<file path="config.mk">
export PLATFORM = sky130hd
export DESIGN_NAME = mem_arbiter_flat
export DESIGN_NICKNAME = d
export VERILOG_FILES = /design/src/rtl/mem_arb_pkg.sv /design/src/rtl/mem_arbiter_if.sv /design/src/rtl/mem_arbiter_rr_pick2.sv /design/src/rtl/mem_arbiter.sv /design/src/flat_wrapper.sv
export SDC_FILE = /design/constraint.sdc
export NUM_CORES = 1
export LEC_CHECK = 0
export ABC_AREA = 1
export BUFFER_PORTS_ARGS = -buffer_cell sky130_fd_sc_hd__buf_2
export CORE_ASPECT_RATIO = 0.6
export CORE_UTILIZATION = 40
export CTS_BUF_LIST = sky130_fd_sc_hd__clkbuf_16
export DETAILED_ROUTE_END_ITERATION = 7
export GPL_TIMING_DRIVEN = 0
export PLACE_DENSITY_LB_ADDON = 0.08
export REMOVE_ABC_BUFFERS = 1
export SLEW_MARGIN = 10
export SYNTH_ARGS = -nofsm -noshare
export SYNTH_HDL_FRONTEND = slang
export SYNTH_SLANG_ARGS = --single-unit
</file>
<file path="constraint.sdc">
create_clock -name clk -period 1.25 [get_ports clk]
set_clock_uncertainty 0.1 [all_clocks]
set_input_delay 0.3125 -clock clk [delete_from_list [all_inputs] [get_ports clk]]
set_output_delay 0.3125 -clock clk [all_outputs]
set_load 0.05 [all_outputs]
</file>
<file path="src/rtl/mem_arb_pkg.sv">
// mem_arb_pkg: shared state encoding, requester ids and default widths for mem_arbiter.
package mem_arb_pkg;
    typedef enum logic [1:0] {ARB_IDLE, ARB_GRANT, ARB_DONE} arb_state_e;
    localparam logic REQ_CORE = 1'b0;
    localparam logic REQ_AUX  = 1'b1;
    localparam int ADDR_W_DEF = 4;
    localparam int DATA_W_DEF = 4;
endpackage

</file>
<file path="src/rtl/mem_arbiter_if.sv">
// mem_arbiter_if: requester handshakes plus memory pins around mem_arbiter.
// lock0/lock1 exist only when MEM_ARB_LOCK_EN is defined.
interface mem_arbiter_if
    import mem_arb_pkg::*;
#(
    parameter int ADDR_W = ADDR_W_DEF,
    parameter int DATA_W = DATA_W_DEF
);
    logic req0, req1, rw0, rw1;
    logic [ADDR_W-1:0] addr0, addr1, mem_address;
    logic [DATA_W-1:0] wdata0, wdata1, rdata, mem_datain, mem_dataout;
    logic gnt0, gnt1, done0, done1, mem_enable, mem_rw;
`ifdef MEM_ARB_LOCK_EN
    logic lock0, lock1;
`endif
    modport slave (
`ifdef MEM_ARB_LOCK_EN
        input  lock0, lock1,
`endif
        input  req0, req1, rw0, rw1, addr0, addr1, wdata0, wdata1, mem_dataout,
        output gnt0, gnt1, done0, done1, rdata, mem_enable, mem_rw, mem_address, mem_datain
    );
    modport master (
`ifdef MEM_ARB_LOCK_EN
        output lock0, lock1,
`endif
        output req0, req1, rw0, rw1, addr0, addr1, wdata0, wdata1, mem_dataout,
        input  gnt0, gnt1, done0, done1, rdata, mem_enable, mem_rw, mem_address, mem_datain
    );
endinterface

</file>
<file path="src/rtl/mem_arbiter_rr_pick2.sv">
// rr_pick2: combinational two-way round-robin picker; on a tie the requester that is not last wins.
module rr_pick2
    import mem_arb_pkg::*;
(
    input  logic [1:0] req,
    input  logic       last,
    output logic       valid,
    output logic       winner
);
    assign valid  = |req;
    assign winner = &req ? (last == REQ_AUX ? REQ_CORE : REQ_AUX) : (req[1] ? REQ_AUX : REQ_CORE);
endmodule

</file>
<file path="src/rtl/mem_arbiter.sv">
// mem_arbiter: IDLE/GRANT/DONE round-robin arbiter sharing one data memory between two requesters.
// Define MEM_ARB_LOCK_EN to add lock0/lock1 back-to-back grant locking.
module mem_arbiter
    import mem_arb_pkg::*;
#(
    parameter int ADDR_W   = ADDR_W_DEF,
    parameter int DATA_W   = DATA_W_DEF,
    parameter int MAX_LOCK = 4
) (
    input logic          clk,
    input logic          reset,
    mem_arbiter_if.slave bus
);
    localparam logic [1:0] IDLE  = ARB_IDLE;
    localparam logic [1:0] GRANT = ARB_GRANT;
    localparam logic [1:0] DONE  = ARB_DONE;

    logic [1:0] st, st_nxt;
    logic last, win, rw_q, pick_valid, pick_win, sel, load, relock;
    logic [ADDR_W-1:0] addr_q;
    logic [DATA_W-1:0] wdata_q, rdata_q;

    rr_pick2 u_pick (
        .req    ({bus.req1, bus.req0}),
        .last   (last),
        .valid  (pick_valid),
        .winner (pick_win)
    );

`ifdef MEM_ARB_LOCK_EN
    localparam int LW = MAX_LOCK > 1 ? $clog2(MAX_LOCK) : 1;
    logic [LW-1:0] cnt;
    // A locked winner goes straight from DONE back to GRANT, at most MAX_LOCK accesses in a row
    assign relock = st == DONE && cnt < LW'(MAX_LOCK - 1) &&
                    (win == REQ_AUX ? bus.req1 && bus.lock1 : bus.req0 && bus.lock0);
    always_ff @(posedge clk)
        if (reset) cnt <= '0;
        else if (st == DONE) cnt <= relock ? cnt + 1'b1 : '0;
`else
    assign relock = 1'b0;
`endif

    assign load = (st == IDLE && pick_valid) || relock;
    assign sel  = st == IDLE ? pick_win : win;

    always_comb
        st_nxt = st == IDLE ? (pick_valid ? GRANT : IDLE) : st == GRANT ? DONE : relock ? GRANT : IDLE;

    always_ff @(posedge clk)
        if (reset) begin
            st      <= IDLE;
            last    <= REQ_AUX;
            win     <= REQ_CORE;
            rw_q    <= 1'b0;
            addr_q  <= '0;
            wdata_q <= '0;
            rdata_q <= '0;
        end else begin
            st <= st_nxt;
            if (load) begin
                win     <= sel;
                rw_q    <= sel ? bus.rw1 : bus.rw0;
                addr_q  <= sel ? bus.addr1 : bus.addr0;
                wdata_q <= sel ? bus.wdata1 : bus.wdata0;
            end
            if (st == GRANT) last <= win;
            if (st == DONE && !rw_q) rdata_q <= bus.mem_dataout;
        end

    assign bus.gnt0        = st == GRANT && win == REQ_CORE;
    assign bus.gnt1        = st == GRANT && win == REQ_AUX;
    assign bus.done0       = st == DONE && win == REQ_CORE;
    assign bus.done1       = st == DONE && win == REQ_AUX;
    assign bus.mem_enable  = st == GRANT;
    assign bus.mem_rw      = st == GRANT && rw_q;
    assign bus.mem_address = addr_q;
    assign bus.mem_datain  = wdata_q;
    // Memory read data arrives during DONE, so pass it through then and hold the captured copy after
    assign bus.rdata       = (st == DONE && !rw_q) ? bus.mem_dataout : rdata_q;
endmodule

</file>
<file path="src/flat_wrapper.sv">
// flat-port wrapper written by rule: the top's interface ports become plain ports
module mem_arbiter_flat import mem_arb_pkg::*;
#(
    parameter int ADDR_W   = ADDR_W_DEF,
    parameter int DATA_W   = DATA_W_DEF,
    parameter int MAX_LOCK = 4
)
  (clk, reset, bus_req0, bus_req1, bus_rw0, bus_rw1, bus_addr0, bus_addr1, bus_wdata0, bus_wdata1, bus_mem_dataout, bus_gnt0, bus_gnt1, bus_done0, bus_done1, bus_rdata, bus_mem_enable, bus_mem_rw, bus_mem_address, bus_mem_datain);
  mem_arbiter_if #(.ADDR_W(ADDR_W), .DATA_W(DATA_W)) bus_i ();
  input logic clk;
  input logic reset;
  input wire logic [$bits(bus_i.req0)-1:0] bus_req0;
  input wire logic [$bits(bus_i.req1)-1:0] bus_req1;
  input wire logic [$bits(bus_i.rw0)-1:0] bus_rw0;
  input wire logic [$bits(bus_i.rw1)-1:0] bus_rw1;
  input wire logic [$bits(bus_i.addr0)-1:0] bus_addr0;
  input wire logic [$bits(bus_i.addr1)-1:0] bus_addr1;
  input wire logic [$bits(bus_i.wdata0)-1:0] bus_wdata0;
  input wire logic [$bits(bus_i.wdata1)-1:0] bus_wdata1;
  input wire logic [$bits(bus_i.mem_dataout)-1:0] bus_mem_dataout;
  output wire logic [$bits(bus_i.gnt0)-1:0] bus_gnt0;
  output wire logic [$bits(bus_i.gnt1)-1:0] bus_gnt1;
  output wire logic [$bits(bus_i.done0)-1:0] bus_done0;
  output wire logic [$bits(bus_i.done1)-1:0] bus_done1;
  output wire logic [$bits(bus_i.rdata)-1:0] bus_rdata;
  output wire logic [$bits(bus_i.mem_enable)-1:0] bus_mem_enable;
  output wire logic [$bits(bus_i.mem_rw)-1:0] bus_mem_rw;
  output wire logic [$bits(bus_i.mem_address)-1:0] bus_mem_address;
  output wire logic [$bits(bus_i.mem_datain)-1:0] bus_mem_datain;
  assign bus_i.req0 = bus_req0;
  assign bus_i.req1 = bus_req1;
  assign bus_i.rw0 = bus_rw0;
  assign bus_i.rw1 = bus_rw1;
  assign bus_i.addr0 = bus_addr0;
  assign bus_i.addr1 = bus_addr1;
  assign bus_i.wdata0 = bus_wdata0;
  assign bus_i.wdata1 = bus_wdata1;
  assign bus_i.mem_dataout = bus_mem_dataout;
  assign bus_gnt0 = bus_i.gnt0;
  assign bus_gnt1 = bus_i.gnt1;
  assign bus_done0 = bus_i.done0;
  assign bus_done1 = bus_i.done1;
  assign bus_rdata = bus_i.rdata;
  assign bus_mem_enable = bus_i.mem_enable;
  assign bus_mem_rw = bus_i.mem_rw;
  assign bus_mem_address = bus_i.mem_address;
  assign bus_mem_datain = bus_i.mem_datain;
  mem_arbiter #(.ADDR_W(ADDR_W), .DATA_W(DATA_W), .MAX_LOCK(MAX_LOCK)) u_core (.clk(clk), .reset(reset), .bus(bus_i));
endmodule
</file>
== Yosys cells after proc, flatten, opt, wreduce, memory -nomap -nowiden ==
Cells that the tools add are included.

* Flip-flop bits (word level): 17
* Latch bits: 0
* Memory bits (writable): 0
* ROM bits: 0
* Memories kept: 0

* Add/sub/neg operators: 0
* Multiply operators: 0
* Div/mod/pow operators: 0
* Order comparisons: 0
* Equality and inequality tests: 2
* Shifts and indexed selects: 0
* Multiplexer cells: 11
* Bitwise gates (word level): 1
* Reductions and logical operators: 11

{| class="wikitable"
|+ Operator list
! cell !! number
|-
| $mux 4 || 3
|-
| $logic_and 1x1->1 || 7
|-
| $mux 1 || 6
|-
| $mux 2 || 2
|-
| $eq 2x1->1 const B || 1
|-
| $eq 2x2->1 const B || 1
|-
| $logic_not 2->1 || 1
|-
| $reduce_and 2->1 || 1
|-
| $reduce_or 2->1 || 1
|-
| $logic_not 1->1 || 1
|-
| $not 1->1 || 1
|}

== Depth between registers and ports, before layout ==
Gate-level depths: netlist of run 1.

* Depth after elaboration: 4
* Gate-level depth with buffers: 8
* Depth with buffers taken out: 7

== Cells and area by module ==
From an unflattened synthesis of run 1, not the netlist that was laid out.

* Cell total of the unflattened synthesis: 136
* Area, all modules: 922.1 um2

{| class="wikitable"
|+ By module, submodules not included
! module !! times used !! cells each !! area each (um2)
|-
| mem_arbiter || 1 || 133 || 907.1
|-
| rr_pick2 || 1 || 3 || 15.0
|}

== Worst setup path before layout of run 1 ==
OpenSTA, ideal clock, no wires.

* Kind: register to output
* Start: reg u_core.st[0]
* End: out bus_gnt0
* Arrival time: 2054 ps
* Required time: 837 ps
* Path slack: -1216 ps
* Cell stages (with the launch flop): 5
* Path buffers: 0
* Path through: dfxtp_1 > inv_1 > nor2_1 > inv_1 > nor2_1

* Longest elaborated chain between the ends: 2

{| class="wikitable"
|+ RTL lines
! element !! RTL line !! source
|-
| from (decl) || mem_arbiter.sv:18 || <nowiki>logic [1:0] st, st_nxt;</nowiki>
|-
| from (signal assigned) || mem_arbiter.sv:59 || <nowiki>st <= st_nxt;</nowiki>
|-
| $eq 2x1->1 || n/a ||
|-
| named net bus_mem_enable || flat_wrapper.sv:26 || <nowiki>output wire logic [$bits(bus_i.mem_enable)-1:0] bus_mem_enable;</nowiki>
|-
| $logic_and 1x1->1 || mem_arbiter.sv:70 || <nowiki>assign bus.gnt0 = st == GRANT && win == REQ_CORE;</nowiki>
|-
| to (decl) || flat_wrapper.sv:21 || <nowiki>output wire logic [$bits(bus_i.gnt0)-1:0] bus_gnt0;</nowiki>
|}

The timed path passes the listed nets, and every way through them passes these cells.

== Worst setup path after layout of run 1 ==
* Start: reg u_core.st[0]
* End: out bus_gnt0

* Longest elaborated chain between the ends: 2

{| class="wikitable"
|+ RTL lines
! element !! RTL line
|-
| $eq 2x1->1 || mem_arbiter.sv:70
|-
| $logic_and 1x1->1 || mem_arbiter.sv:70
|}

No other way between the ends.

==> run summary, run 1 <==
status - finished with violations
failing checks - negative setup slack
#FFs+latches synth - 17
total number of vias - 1213
final setup fails - 21
EDFF count, synth - 0
PD cells - 1300 nW/µm²
# DRC - 0
mux cell area share after synthesis - 0%
worst-path cell chain - inv_4 > nor2_1 > inv_2 > nor2_1 > buf_6
synth top area cells - dfxtp_1 (38%), nand3_1 (16%), inv_1 (11%)
largest family of logic cells by synthesized area - simple AND/OR/NAND/NOR gates
most frequent cells after synthesis - nand3_1 (28), inv_1 (27), nor2_1 (23)
Die ar. - 2410 µm²
post-layout util - 86.9%
Sw Ratio - 39.5%
routed vias/inst - 5.49
Int Power - 0.00134 W
P_leak - 0.847 nW
share of the synthesized area in the top cell type - 38.4%
First-pass DRT Iterations - 4
clock power share - 29.2%
Overflow after GRT - 0
routability cong. - 0.733
ys async rst share - 0%
f_max - 561 MHz
syn avg cell area - 6.51 µm²
Max IR drop VDD - 0.837 mV
initial antenna violation count - 0
Bufs and invs on worst path - 3
Die Width - 62.8 µm
clock latency at the later pin of the worst-skew pair - 0.25 ns
layout net count - 220
most numerous cell in the Yosys netlist - nand3_1
crit share post-route - 143%
setup TNS - -5.32 ns
Num Clock Sinks - 17
antenna cells - 0
register area share after synthesis - 38.4%
number of buffers created by CTS - 3
Core Rows - 12
Worst Slack Setup Final - -0.532 ns
chip height - 38.5 µm
remaining antenna violation count - 0
Comb power frac - 41.9%
Compound-Gate Fraction of Synth Area - 9.75%
Worst setup SP type - register
initial DRC count - 107
Worst Path Arrival - 1.37 ns
Post-Syn Area - 886 µm²
# port buffers - 43
kind of critical path - reg -> out
# H-tree levels - 1
cts hold-fix bufs - 0
predominant post-synthesis flop cell - dfxtp_1
crit path time final - 1.78 ns
slew margin rel. - 75.9%
layout cells sized above 1 - 61.7%
CP Capture Type - output pin
Post-Synth Simple-Gate Area - 37.6%
synthesized-area fraction occupied by adder cells - 0%
CTS tree - done
Top delay family on crit path - simple AND/OR/NAND/NOR gates
Mapped Cells - 136
count of unique library cells instantiated by Yosys - 15
largest net degree at the start of global routing - 18
total of max-cap violations - 0
vias in the first global route - 1000
RSZ-0062 raised after global routing - true
CORE AREA - 1970 µm²
largest area contributor in the netlist - dfxtp_1
Yosys Warn Count - 0
starting density of the core - 45.0%
Reg power frac - 28.9%
CP dominant cell by count - nor2_1
Post-DP HPWL - 1730 µm
Psw - 0.000875 W
I/O pin count - 44
final hold violation count - 0
Max stage delay on crit path - 0.36 ns
DR WL/cell - 17.9 µm
first-pass GRT wire length - 4710 µm
synth-to-layout area growth - 92.9%
gr usage total - 27.1%
CTS Buffer Depth - 2
Root Driver - clkbuf_16
Critical Path RT - 0.84 ns
Slowest-stage cell, CP - dfxtp_2
Worst-Margin Slew - 0.362 ns
Reg clk slew, reported paths - 0.05 ns
worst-path fanout max - 6
Final Max Tran Viols - 0
Synth Area in XOR/XNOR - 0%
final WL - 3960 µm
Hold WC Path Type - in -> reg
==> cells by family after synthesis <==
logic type	Yosys count
simple gates	75
buf+inv	31
flops	17
compound gates	13
==> cell usage in the layout (no fill, tap or decap), drive strengths merged <==
cell / netlist / final
buf: 1 / 48
dfxtp: 17 / 17
a21oi: 7 / 7
nand2: 21 / 23
nand3: 29 / 30
nor2: 25 / 25
inv: 28 / 30
clkbuf: 2 / 7
a211oi: 4 / 4
o21ai: 2 / 2
==> state kept, by name, indices dropped and copies added (netlist names), named ones only <==
register / flops
u_core.bus.mem_address: 4
u_core.bus.mem_datain: 4
u_core.last: 1
u_core.rdata_q: 4
u_core.rw_q: 1
u_core.st: 2
==> cell type report <==
cell class                      count  area [µm²]
Tap cell                           28        35.0
Timing Repair Buffer               52         380
Multi-Input combinational cell     91         744
Timing Repair inverter              1        6.26
Clock buffer                        3        75.1
Fill cell                         108         258
Inverter                           28         115
Clock inverter                      1        3.75
Sequential cell                    17         349
==> per-stage QoR <==
step           area (µm²)  hold WS [ns]  setup slack (ns)  cells  total power [W]
2_1_floorplan         867         0.282             -1.22    133          0.00105
3_3_place_gp         1120         0.362            -0.416    204          0.00119
3_5_place_dp         1120         0.367            -0.453    204          0.00121
4_1_cts              1500         0.226            -0.365    216          0.00202
5_1_grt              1710         0.258            -0.538    221          0.00230
6_report             1710         0.242            -0.532    221          0.00222
==> path summary, 6_finish.rpt <==
path                            from                  endpoint  slack [ns]  depth (start not counted)
hold reg to reg    u_core.rdata_q[0]         u_core.rdata_q[0]        0.44                          4
setup reg to reg        u_core.st[0]  u_core.bus.mem_datain[2]       -0.20                          8
setup / recovery        u_core.st[0]                  bus_gnt0       -0.53                          5
hold / removal    bus_mem_dataout[1]         u_core.rdata_q[1]        0.24                          3
==> layer usage <==
metal	GRT usage [%]	vias up	share of wire [%]
li1	-	553	-
met4	9.30	0	2.3
met5	0	-	0
met1	32.6	581	42
met3	9.82	12	8.8
met2	45.7	67	46
==> power groups by stage <==
| stage | sequential (W) | clock (W) | combinational, W |
|---|---|---|---|
| 6_report | 0.000640 | 0.000646 | 0.000929 |
| 5_1_grt | 0.000643 | 0.000679 | 0.000973 |
| 4_1_cts | 0.000630 | 0.000641 | 0.000750 |
| 3_5_place_dp | 0.000638 | 0 | 0.000568 |
| 3_3_place_gp | 0.000637 | 0 | 0.000556 |
| 2_1_floorplan | 0.000750 | 0 | 0.000305 |
==> worst register-to-register path, stage by stage (launching register included) <==
cell and delay, ns:
dfxtp_2 0.34, buf_4 0.14, nor2_4 0.19, buf_6 0.13, nand3_4 0.12, nand3_2 0.11
nand3_2 0.07, nand2_1 0.08, inv_1 0.06
==> timing repair <==
action,4_1_cts,5_1_grt
pin swaps,2,9
cloned,2,2
setup buffers,6,3
gates resized for setup,69,42
endpoints found under the setup margin,22,26
Power figures use the tool's default switching activity.
==> inputs of run 2 (changes only) <==
--- a/config.mk
+++ b/config.mk
@@ -7,8 +7,7 @@
 export LEC_CHECK = 0
 export ABC_AREA = 1
 export BUFFER_PORTS_ARGS = -buffer_cell sky130_fd_sc_hd__buf_2
-export CORE_ASPECT_RATIO = 0.6
-export CORE_UTILIZATION = 40
+export CORE_UTILIZATION = 44
 export CTS_BUF_LIST = sky130_fd_sc_hd__clkbuf_16
 export DETAILED_ROUTE_END_ITERATION = 7
 export GPL_TIMING_DRIVEN = 0
==> constraint.sdc (replaced) <==
create_clock -name clk -period 1.66 [get_ports clk]
set_clock_uncertainty 0.1 [all_clocks]
set_input_delay 0.415 -clock clk [delete_from_list [all_inputs] [get_ports clk]]
set_output_delay 0.415 -clock clk [all_outputs]
set_load 0.05 [all_outputs]
==> run summary, run 2 (synthesis gave the netlist of run 1 again) <==
status - finished with violations (unchanged)
hold depth - 3 (unchanged)
Critical Path RT - 1.14 ns (was 0.84 ns)
Hold WC Path Type - in -> reg (unchanged)
DR WL/cell - 10.8 µm (was 17.9 µm)
Num Clock Sinks - 17 (unchanged)
initial antenna violation count - 0 (unchanged)
number of buffers created by CTS - 3 (unchanged)
worst r2r path cells - 9 (was 8)
Power, Total - 0.00143 W (was 0.00222 W)
gr usage total - 22.7% (was 27.1%)
CP dominant cell by count - nor2_1 (unchanged)
final WL - 2280 µm (was 3960 µm)
clock latency at the later pin of the worst-skew pair - 0.24 ns (was 0.25 ns)
crit share post-route - 104%
total of max-cap violations - 0 (unchanged)
CP Capture Type - output pin (unchanged)
Post-DP HPWL - 1510 µm (was 1730 µm)
Slowest-stage cell, CP - dfxtp_4 (was dfxtp_2)
Max stage delay on crit path - 0.35 ns (was 0.36 ns)
Worst Path Arrival - 1.21 ns (was 1.37 ns)
total number of vias - 1022 (was 1213)
commonest non-fill, non-tap cell in the layout - buf_2
# port buffers - 43 (unchanged)
Area after DPL - 1110 µm² (was 1120 µm²)
post-place setup slack - -0.0985 ns (was -0.453 ns)
failing checks - negative setup slack (unchanged)
CORE AREA - 1800 µm² (was 1970 µm²)
most frequent cells in the layout - buf_2 (34), nand3_1 (27), nor2_1 (21), inv_1 (21), nand2_1 (20) (was nand3_2 (25), buf_2 (25), nor2_1 (20), inv_1 (20), dfxtp_1 (14))
PD cells - 1070 nW/µm² (was 1300 nW/µm²)
final setup fails - 6 (was 21)
routed vias/inst - 4.84 (was 5.49)
# H-tree levels - 1 (unchanged)
initial DRC count - 31 (was 107)
kind of critical path - reg -> out (unchanged)
antenna cells - 0 (unchanged)
Max IR drop VDD - 0.644 mV (was 0.837 mV)
vias in the first global route - 906 (was 1000)
CTS tree - done (unchanged)
first-pass GRT wire length - 3570 µm (was 4710 µm)
final hold violation count - 0 (unchanged)
synth-to-layout area growth - 49.9% (was 92.9%)
Root Driver - clkbuf_16 (unchanged)
P_leak - 0.735 nW (was 0.847 nW)
CTS Buffer Depth - 2 (unchanged)
remaining antenna violation count - 0 (unchanged)
worst-path cell chain - inv_4 > nor2_1 > inv_2 > nor2_1 > buf_4 (was inv_4 > nor2_1 > inv_2 > nor2_1 > buf_6)
Die Width - 46.9 µm (was 62.8 µm)
layout cells sized above 1 - 39.8% (was 61.7%)
f_max - 581 MHz
Worst setup SP type - register (unchanged)
starting density of the core - 49.2% (was 45.0%)
slew margin rel. - 78.6% (was 75.9%)
routability cong. - 0.782 (was 0.733)
crit path time final - 1.72 ns
layout net count - 213 (was 220)
I/O pin count - 44 (unchanged)
# DRC - 0 (unchanged)
Overflow after GRT - 0 (unchanged)
Reg clk slew, reported paths - 0.05 ns (about the same)
largest net degree at the start of global routing - 18 (unchanged)
Final Max Tran Viols - 0 (unchanged)
worst-path fanout max - 6 (unchanged)
chip height - 46.9 µm (was 38.5 µm)
RSZ-0062 raised after global routing - true (unchanged)
Core Rows - 15 (was 12)
Die ar. - 2200 µm² (was 2410 µm²)
First-pass DRT Iterations - 4 (unchanged)
Worst Slack Setup Final - -0.0621 ns (was -0.532 ns)
post-route cell area - 1330 µm² (was 1710 µm²)
Worst-Margin Slew - 0.320 ns (was 0.362 ns)
run 2: worst paths after layout:
check / startpoint / endpoint / slack, ns
max reg2reg: u_core.st[0] / u_core.rw_q / 0.18
min reg2reg: u_core.last / u_core.last / 0.40
min: bus_mem_dataout[3] / u_core.rdata_q[3] / 0.35
max: u_core.st[0] / bus_mem_rw / -0.06
run 2: timing repair:
action / in CTS / in global routing
gates resized for setup: 22 / 15
setup buffers: 5 / 1
hold buffers: 0 / 0
setup endpoints to repair: 9 / 9
pin swaps: 3 / 0
run 2: per-layer routing:
layer / GRT usage, % / part of all wire (%)
met1: 25.8 / 42
met2: 40.6 / 53
met3: 4.23 / 4.2
met4: 11.4 / 0.53
met5: 0 / 0
run 2: worst max-delay path, delay by kind of cell, from the launching register on:
kind | cells | cell delay [ns]
and+or+nand+nor | 2 | 0.26
buffers and inverters | 3 | 0.36
DFF | 1 | 0.35
run 2: power breakdown:
part	switching, W	internal (W)	leakage [nW]
clock	0.000152	0.000319	0.0423
sequential	0.0000232	0.000450	0.142
combinational	0.000328	0.000153	0.551
run 2: layout make-up:
cell class,instances,area [µm²]
multi-input combinational,88,454
fill,151,474
inverter,28,110
timing repair buffer,49,305
clock inverter,1,3.75
tap,25,31.3
clock buffer,3,75.1
sequential,17,348
run 2: through the flow:
stage | hold WS [ns] | cells | util (%) | setup TNS (ns)
final | 0.350 | 211 | 73.7 | -0.133
after floorplan | 0.336 | 133 | - | -4.35
after global placement | 0.365 | 201 | 61.8 | -0.296
after detailed placement | 0.388 | 201 | 61.8 | -0.349
after CTS | 0.337 | 210 | 71.5 | -0.0783
after global routing | 0.371 | 211 | 73.7 | -0.525
